`src/rtl/card_geom_pkg.sv`:
```
// Card-grid geometry shared by the card renderer and the click picker, plus
// the picker FSM state type. Both sides import this so they cannot disagree.
package card_geom_pkg;

  localparam int GRID_X0     = 32;
  localparam int GRID_X1     = 607;
  localparam int CARD_W_LOG2 = 5;
  localparam int COLS        = 18;
  localparam int ROWS        = 8;
  localparam int TOP_Y0      = 19;
  localparam int TOP_H       = 55;
  localparam int TOP_ROWS    = 6;
  localparam int BOT_Y0      = 360;
  localparam int BOT_H       = 50;
  localparam int BOT_END     = 459;

  localparam int BOT_ROWS = ROWS - TOP_ROWS;
  localparam int TOP_END  = TOP_Y0 + TOP_ROWS * TOP_H - 1;
  localparam int SLOTS    = ROWS * COLS;
  localparam int CODE_W   = 6;
  localparam int MAP_W    = SLOTS * CODE_W;

  typedef enum logic [1:0] {
    ST_IDLE,
    ST_DECODE,
    ST_LOOKUP,
    ST_UPDATE
  } pick_state_t;

  // row*18 + col without a multiplier: row*16 + row*2 + col.
  function automatic logic [7:0] slot_idx(input logic [3:0] row, input logic [4:0] col);
    return {row, 4'b0000} + {3'b000, row, 1'b0} + {3'b000, col};
  endfunction

endpackage

```
`src/rtl/card_picker_if.sv`:
```
// Mouse/game-control side of the card picker: click inputs, card map and the
// selection results handed back to game control and the display top.
interface card_picker_if;
  import card_geom_pkg::*;

  logic               interboard_rst;
  logic               en_pick;
  logic               clear_sel;
  logic [9:0]         mouse_x;
  logic [9:0]         mouse_y;
  logic               l_click;
  logic [MAP_W-1:0]   map;
  logic [SLOTS-1:0]   sel_card;
  logic [7:0]         sel_cnt;
  logic               pick_valid;
  logic               pick_reject;
  logic               pick_miss;
  logic [7:0]         pick_idx;
  logic [CODE_W-1:0]  pick_code;
  logic               busy;

  modport master (
    output interboard_rst, en_pick, clear_sel, mouse_x, mouse_y, l_click, map,
    input  sel_card, sel_cnt, pick_valid, pick_reject, pick_miss, pick_idx, pick_code, busy
  );

  modport slave (
    input  interboard_rst, en_pick, clear_sel, mouse_x, mouse_y, l_click, map,
    output sel_card, sel_cnt, pick_valid, pick_reject, pick_miss, pick_idx, pick_code, busy
  );

endinterface

```
`src/rtl/pick_row_div.sv`:
```
// Iterative divide-by-constant: repeatedly subtracts step from dy, at most once
// per cycle, for a fixed 8-cycle run after start.
module pick_row_div
  import card_geom_pkg::*;
(
  input  logic       clk,
  input  logic       rst,
  input  logic       start,
  input  logic [9:0] dy,
  input  logic [5:0] step,
  input  logic [3:0] max_q,
  output logic [3:0] quotient,
  output logic       in_range
);

  logic [9:0] rem;
  logic [5:0] step_q;
  logic [3:0] max_q_q;
  logic [2:0] cnt;
  logic       run;

  // NOTE: sequential state uses non-blocking assignments so every register
  // samples pre-edge values, independent of statement order.
  always_ff @(posedge clk or negedge rst) begin
    if (!rst) begin
      rem      <= '0;
      step_q   <= '0;
      max_q_q  <= '0;
      quotient <= '0;
      cnt      <= '0;
      run      <= 1'b0;
    end else if (start) begin
      rem      <= dy;
      step_q   <= step;
      max_q_q  <= max_q;
      quotient <= '0;
      cnt      <= '0;
      run      <= 1'b1;
    end else if (run) begin
      if (rem >= {4'b0000, step_q}) begin
        rem      <= rem - {4'b0000, step_q};
        quotient <= quotient + 4'd1;
      end
      cnt <= cnt + 3'd1;
      if (cnt == 3'd7) run <= 1'b0;
    end
  end

  // A leftover >= step means the run ended before the division finished.
  assign in_range = (quotient < max_q_q) && (rem < {4'b0000, step_q});

endmodule

```
`src/rtl/card_picker.sv`:
```
// Maps a left-click pixel position to a card slot, looks up its code and
// toggles that slot in the selection bitmap, bounded by MAX_SEL selections.
module card_picker
  import card_geom_pkg::*;
#(
  parameter int          MAX_SEL    = 8,
  parameter logic [5:0]  EMPTY_CODE = 6'd63
) (
  input  logic         clk,
  input  logic         rst,
  card_picker_if.slave bus
);

  pick_state_t       state;
  logic              l_click_q;
  logic [2:0]        dec_cnt;
  logic [9:0]        x_lat;
  logic [9:0]        y_lat;
  logic              hit;

  logic              sync_clr;
  logic              take;
  logic              bottom_in;
  logic [9:0]        dy_in;
  logic [5:0]        step_in;
  logic [3:0]        max_q_in;
  logic [3:0]        quotient;
  logic              div_in_range;
  logic              x_ok;
  logic              y_ok;
  logic [3:0]        row;
  logic [4:0]        col;
  logic [7:0]        idx;
  logic [9:0]        map_off;
  logic [CODE_W-1:0] lookup_code;

  assign sync_clr = bus.clear_sel | bus.interboard_rst;
  assign take     = (state == ST_IDLE) && bus.en_pick && bus.l_click && !l_click_q && !sync_clr;

  // Divider operands come from the live mouse position on the click cycle.
  assign bottom_in = bus.mouse_y >= 10'(BOT_Y0);
  assign dy_in     = bottom_in ? bus.mouse_y - 10'(BOT_Y0) : bus.mouse_y - 10'(TOP_Y0);
  assign step_in   = bottom_in ? 6'(BOT_H) : 6'(TOP_H);
  assign max_q_in  = bottom_in ? 4'(BOT_ROWS) : 4'(TOP_ROWS);

  pick_row_div u_row_div (
    .clk      (clk),
    .rst      (rst),
    .start    (take),
    .dy       (dy_in),
    .step     (step_in),
    .max_q    (max_q_in),
    .quotient (quotient),
    .in_range (div_in_range)
  );

  assign x_ok = (x_lat >= 10'(GRID_X0)) && (x_lat <= 10'(GRID_X1));
  assign y_ok = ((y_lat >= 10'(TOP_Y0)) && (y_lat <= 10'(TOP_END))) ||
                ((y_lat >= 10'(BOT_Y0)) && (y_lat <= 10'(BOT_END)));
  assign col  = 5'((x_lat - 10'(GRID_X0)) >> CARD_W_LOG2);
  assign row  = (y_lat >= 10'(BOT_Y0)) ? quotient + 4'(TOP_ROWS) : quotient;
  assign idx  = slot_idx(row, col);
  assign map_off = {2'b00, idx} * 10'(CODE_W);

  // NOTE: default first so no path through always_comb leaves lookup_code
  // unassigned, which would infer a latch.
  always_comb begin
    lookup_code = EMPTY_CODE;
    if (idx < 8'(SLOTS)) lookup_code = bus.map[map_off +: CODE_W];
  end

  always_ff @(posedge clk or negedge rst) begin
    if (!rst) begin
      state           <= ST_IDLE;
      l_click_q       <= 1'b0;
      dec_cnt         <= '0;
      x_lat           <= '0;
      y_lat           <= '0;
      hit             <= 1'b0;
      bus.sel_card    <= '0;
      bus.sel_cnt     <= '0;
      bus.pick_valid  <= 1'b0;
      bus.pick_reject <= 1'b0;
      bus.pick_miss   <= 1'b0;
      bus.pick_idx    <= '0;
      bus.pick_code   <= '0;
      bus.busy        <= 1'b0;
    end else begin
      l_click_q       <= bus.l_click;
      bus.pick_valid  <= 1'b0;
      bus.pick_reject <= 1'b0;
      bus.pick_miss   <= 1'b0;
      if (sync_clr) begin
        bus.sel_card <= '0;
        bus.sel_cnt  <= '0;
        bus.busy     <= 1'b0;
        state        <= ST_IDLE;
      end else begin
        case (state)
          ST_IDLE: if (take) begin
            x_lat    <= bus.mouse_x;
            y_lat    <= bus.mouse_y;
            dec_cnt  <= '0;
            bus.busy <= 1'b1;
            state    <= ST_DECODE;
          end
          ST_DECODE: begin
            dec_cnt <= dec_cnt + 3'd1;
            if (dec_cnt == 3'd7) state <= ST_LOOKUP;
          end
          ST_LOOKUP: begin
            bus.pick_idx  <= idx;
            bus.pick_code <= lookup_code;
            hit           <= x_ok && y_ok && div_in_range;
            state         <= ST_UPDATE;
          end
          ST_UPDATE: begin
            if (!hit || bus.pick_code == EMPTY_CODE) begin
              bus.pick_miss <= 1'b1;
            end else if (bus.sel_card[bus.pick_idx]) begin
              bus.sel_card[bus.pick_idx] <= 1'b0;
              bus.sel_cnt                <= bus.sel_cnt - 8'd1;
              bus.pick_valid             <= 1'b1;
            end else if (bus.sel_cnt < 8'(MAX_SEL)) begin
              bus.sel_card[bus.pick_idx] <= 1'b1;
              bus.sel_cnt                <= bus.sel_cnt + 8'd1;
              bus.pick_valid             <= 1'b1;
            end else begin
              bus.pick_valid  <= 1'b1;
              bus.pick_reject <= 1'b1;
            end
            bus.busy <= 1'b0;
            state    <= ST_IDLE;
          end
          default: state <= ST_IDLE;
        endcase
      end
    end
  end

endmodule

```
`src/flat_wrapper.sv`:
```
// flat-port wrapper written by rule: the top's interface ports become plain ports
module card_picker_flat import card_geom_pkg::*;
#(
  parameter int          MAX_SEL    = 8,
  parameter logic [5:0]  EMPTY_CODE = 6'd63
)
  (clk, rst, bus_interboard_rst, bus_en_pick, bus_clear_sel, bus_mouse_x, bus_mouse_y, bus_l_click, bus_map, bus_sel_card, bus_sel_cnt, bus_pick_valid, bus_pick_reject, bus_pick_miss, bus_pick_idx, bus_pick_code, bus_busy);
  card_picker_if bus_i ();
  input  logic clk;
  input  logic rst;
  input wire logic [$bits(bus_i.interboard_rst)-1:0] bus_interboard_rst;
  input wire logic [$bits(bus_i.en_pick)-1:0] bus_en_pick;
  input wire logic [$bits(bus_i.clear_sel)-1:0] bus_clear_sel;
  input wire logic [$bits(bus_i.mouse_x)-1:0] bus_mouse_x;
  input wire logic [$bits(bus_i.mouse_y)-1:0] bus_mouse_y;
  input wire logic [$bits(bus_i.l_click)-1:0] bus_l_click;
  input wire logic [$bits(bus_i.map)-1:0] bus_map;
  output wire logic [$bits(bus_i.sel_card)-1:0] bus_sel_card;
  output wire logic [$bits(bus_i.sel_cnt)-1:0] bus_sel_cnt;
  output wire logic [$bits(bus_i.pick_valid)-1:0] bus_pick_valid;
  output wire logic [$bits(bus_i.pick_reject)-1:0] bus_pick_reject;
  output wire logic [$bits(bus_i.pick_miss)-1:0] bus_pick_miss;
  output wire logic [$bits(bus_i.pick_idx)-1:0] bus_pick_idx;
  output wire logic [$bits(bus_i.pick_code)-1:0] bus_pick_code;
  output wire logic [$bits(bus_i.busy)-1:0] bus_busy;
  assign bus_i.interboard_rst = bus_interboard_rst;
  assign bus_i.en_pick = bus_en_pick;
  assign bus_i.clear_sel = bus_clear_sel;
  assign bus_i.mouse_x = bus_mouse_x;
  assign bus_i.mouse_y = bus_mouse_y;
  assign bus_i.l_click = bus_l_click;
  assign bus_i.map = bus_map;
  assign bus_sel_card = bus_i.sel_card;
  assign bus_sel_cnt = bus_i.sel_cnt;
  assign bus_pick_valid = bus_i.pick_valid;
  assign bus_pick_reject = bus_i.pick_reject;
  assign bus_pick_miss = bus_i.pick_miss;
  assign bus_pick_idx = bus_i.pick_idx;
  assign bus_pick_code = bus_i.pick_code;
  assign bus_busy = bus_i.busy;
  card_picker #(.MAX_SEL(MAX_SEL), .EMPTY_CODE(EMPTY_CODE)) u_core (.clk(clk), .rst(rst), .bus(bus_i));
endmodule
```
`config.mk`:
```
export PLATFORM = sky130hd
export DESIGN_NAME = card_picker_flat
export DESIGN_NICKNAME = d
export VERILOG_FILES = /design/src/rtl/card_geom_pkg.sv /design/src/rtl/card_picker_if.sv /design/src/rtl/pick_row_div.sv /design/src/rtl/card_picker.sv /design/src/flat_wrapper.sv
export SDC_FILE = /design/constraint.sdc
export NUM_CORES = 2
export LEC_CHECK = 0
export CORE_AREA = 5 5 408 410
export CTS_CLUSTER_SIZE = 24
export DETAILED_ROUTE_END_ITERATION = 7
export DIE_AREA = 0 0 413 415
export SYNTH_ARGS = -nofsm -noshare
export SYNTH_HDL_FRONTEND = slang
export SYNTH_SLANG_ARGS = --single-unit
```
`constraint.sdc`:
```
create_clock -name clk -period 5.96 [get_ports clk]
set_clock_uncertainty 0.2 [all_clocks]
set_input_delay 1.192 -clock clk [delete_from_list [all_inputs] [get_ports clk]]
set_output_delay 1.192 -clock clk [all_outputs]
set_load 0.02 [all_outputs]
```
==> flow_summary_export.csv <==
group,metric,value,unit
route,wire_per_inst,34.0,um
layout,n_fill_cell,16800,
layout,layout_commonest_cell,"clkdlybuf4s50_1",
yosys,synth_nets,4149,
die,die_x,413,um
place,placed_cell_area,47000,sq um
cts,htreeDepth,1,
global_route,grt_pass1_wl,296,mm
place,gp_congestion,0.973,
die,die-height,415,um
yosys,netlist_area,32900,sq um
sta,whs,0.297,ns
setup_path,reg2reg_depth,19,
global_route,antenna_found_initial,100,
yosys,netlist_instances,3208,
route,ant_nets,0,
yosys,synth-edff-count,0,
setup_path,crit_type,"reg2reg",
die,initial_core_util,20.3,%
place,dp_hpwl,182,mm
min_path,hold-path-endpoint,"u_core.hit",
setup_path,critPathLaunchType,"register",
layout,nets,5120,
sta,rsz0062_at_grt,"no",
cts,clock_path_buffers,3,
setup_path,worst-path-stages,19,
cts,insertion_delay,0.57,ns
setup_path,cp_data_arrival_time,5.97,ns
global_route,grt_max_degree,147,
yosys,yosys_warnings,0,
job,max_cap_violations,0,
global_route,gr-total-overflow,0,
layout,fin_area,48300,sq um
setup_path,crit_family,"adder cells",
layout,multi_input_area,26400,sq um
cts,cts_inserted_buffers,26,
route,drc,0,
setup_path,crit_required,6.19,ns
die,die-area,171000,sq um
min_path,min_path_type,"reg2reg",
setup_path,reg2reg_setup_slack,0.21,ns
yosys,syn_avg_cell_area,10.3,sq um
yosys,synth_cell_type_count,73,
route,firstDrtPassIters,8,
cts,clock_sink_count,212,
sta,setup_viol,0,
route,via_count,36500,
setup_path,slowest_stage,"fa_4",
die,coreArea,162000,sq um
sta,timing.slew.headroom,6.25,%
yosys,ys_async_sr_fraction,100,%
setup_path,worstPathCellList,"o211a_1 -> or2_2 -> a21oi_1 -> xnor2_1 -> ha_1 -> ha_1 -> inv_1 -> fa_4 -> buf_12 -> buf_12 -> mux4_2 -> nand2_1 -> nand3_1 -> a21oi_1 -> buf_4 -> o221ai_1 -> and3_1 -> o32ai_1 -> a31oi_1",
cts,cts-root-buf,"clkbuf_16",
setup_path,r2r-end,"u_core.bus.pick_code[5]",
layout,utilization,29.8,%
sta,post-route-min-period,5.75,ns
route,drt_iter0_drc,4457,
cts,cts_tree,"built",
die,rows,148,
cts,path_clk_slew,0.06,ns
setup_path,endpoint_kind,"register",
global_route,grt_pass1_vias,36300,
layout,layout_common_cells,"clkdlybuf4s50_1 (1053), mux4_2 (574), o21ai_0 (356)",
status,status,"completed",
die,pin_count,1060,
sta,period_share,96.4,%
setup_path,crit_path_max_incr_delay,0.97,ns
min_path,hold_path_depth,2,
sta,tightestPinTransition,1.40,ns
min_path,hold_start,"u_core.hit",
route,drt-total-wl,218,mm
setup_path,timing.rr.start,"u_core.y_lat[3]",
sta,finalSetupTns,0,ns
route,vias_per_cell,5.68,
yosys,synth_seq_area_share,16.1,%
yosys,ys_seq_elements,212,
layout,seq_area,5310,sq um
sta,drv_slew,0,
place,port_buffers,1054,
setup_path,cp_max_fo,19,
sta,finalHoldViolations,0,
yosys,synth_ff_type,"dfrtp_1",
global_route,grtUsageTotal,24.1,%
layout,area_delta_synth_final,46.6,%
layout,layout-drive-gt1-share,22.3,%
sta,fmax,0.174,GHz
setup_path,path_buf_inv,4,
## flip-flops by register name (all words and copies together) (netlist names), 3 cells and up
name                       cells
u_core.bus.sel_card          144
u_core.u_row_div.rem          10
u_core.y_lat                  10
u_core.bus.pick_idx            8
u_core.bus.sel_cnt             8
u_core.bus.pick_code           6
u_core.x_lat                   5
u_core.u_row_div.quotient      4
u_core.dec_cnt                 3
u_core.u_row_div.cnt           3
## metal layers
metal  vias to the layer above  track usage, %  wire length (um)
li1                      15000               -                 -
met1                     18600            27.8             77700
met2                      2477            41.7            108000
met3                       393            6.78             21800
met4                        38            10.3             10900
met5                         -               0               239
## worst min-delay path: stages (launching register included)
cell and delay (ns):
dfrtp_1 0.35, nand2_1 0.05, o21ai_0 0.06
## logic make-up after synthesis
kind of cell | Yosys count | share of synthesized area (%)
muxes | 901 | 49.3
AOI/OAI and AO/OA | 896 | 16.4
and+or+nand+nor | 736 | 10.0
buffers and inverters | 376 | 5.07
DFF | 212 | 16.1
adders and majority gates | 51 | 2.05
xor gates and xnor gates | 36 | 1.00
## cells in the mapped netlist (44+ instances only)
cell type / number / share of area (%)
a211oi_1: 44 / 1.0
a21oi_1: 208 / 3.2
buf_2: 143 / 2.2
clkbuf_1: 138 / 1.6
dfrtp_1: 212 / 16
ha_1: 46 / 1.7
mux2i_1: 308 / 9.4
mux4_2: 574 / 39
nand2_1: 357 / 4.1
nand3_1: 76 / 1.2
nor2_1: 136 / 1.6
o21ai_0: 358 / 5.4
## how the worst max path moves through the flow
stage	slack (ns)	start	endpoint
floorplan	0.04	u_core.x_lat[5]	u_core.bus.pick_code[3]
CTS	0.02	u_core.y_lat[3]	u_core.bus.pick_code[3]
finish	0.21	u_core.y_lat[3]	u_core.bus.pick_code[5]
global placement	-0.06	u_core.y_lat[3]	u_core.bus.pick_code[1]
global route	0.01	u_core.y_lat[3]	u_core.bus.pick_code[5]
detailed placement	-0.10	u_core.y_lat[3]	u_core.bus.pick_code[1]
## per-stage QoR
step | cells | worst slack (ns)
after floorplan | 3208 | 0.0444
after global placement | 6315 | -0.0599
after detailed placement | 6315 | -0.101
after CTS | 6361 | 0.0156
after global routing | 6415 | 0.0127
final | 6424 | 0.214
## repair_timing
item,CTS,global route
cloned,0,1
buffers inserted,0,10
gates resized for setup,5,40
hold buffers,0,0
setup endpoints to repair,3,6
pin swaps,0,4
## layout make-up
| type | count | share of cell area, % |
|---|---|---|
| clock inverters | 9 | 0.197 |
| repair buffers | 1277 | 26.4 |
| clock buffers | 37 | 1.54 |
| multi-input cells | 2621 | 54.6 |
| inverters | 41 | 0.329 |
| diodes | 52 | 0.270 |
| flip-flops and latches | 212 | 11.0 |
| well taps | 2175 | 5.64 |
Power is not shown: default switching activity piles up to over one toggle a cycle in this logic, so the estimate is an artifact.
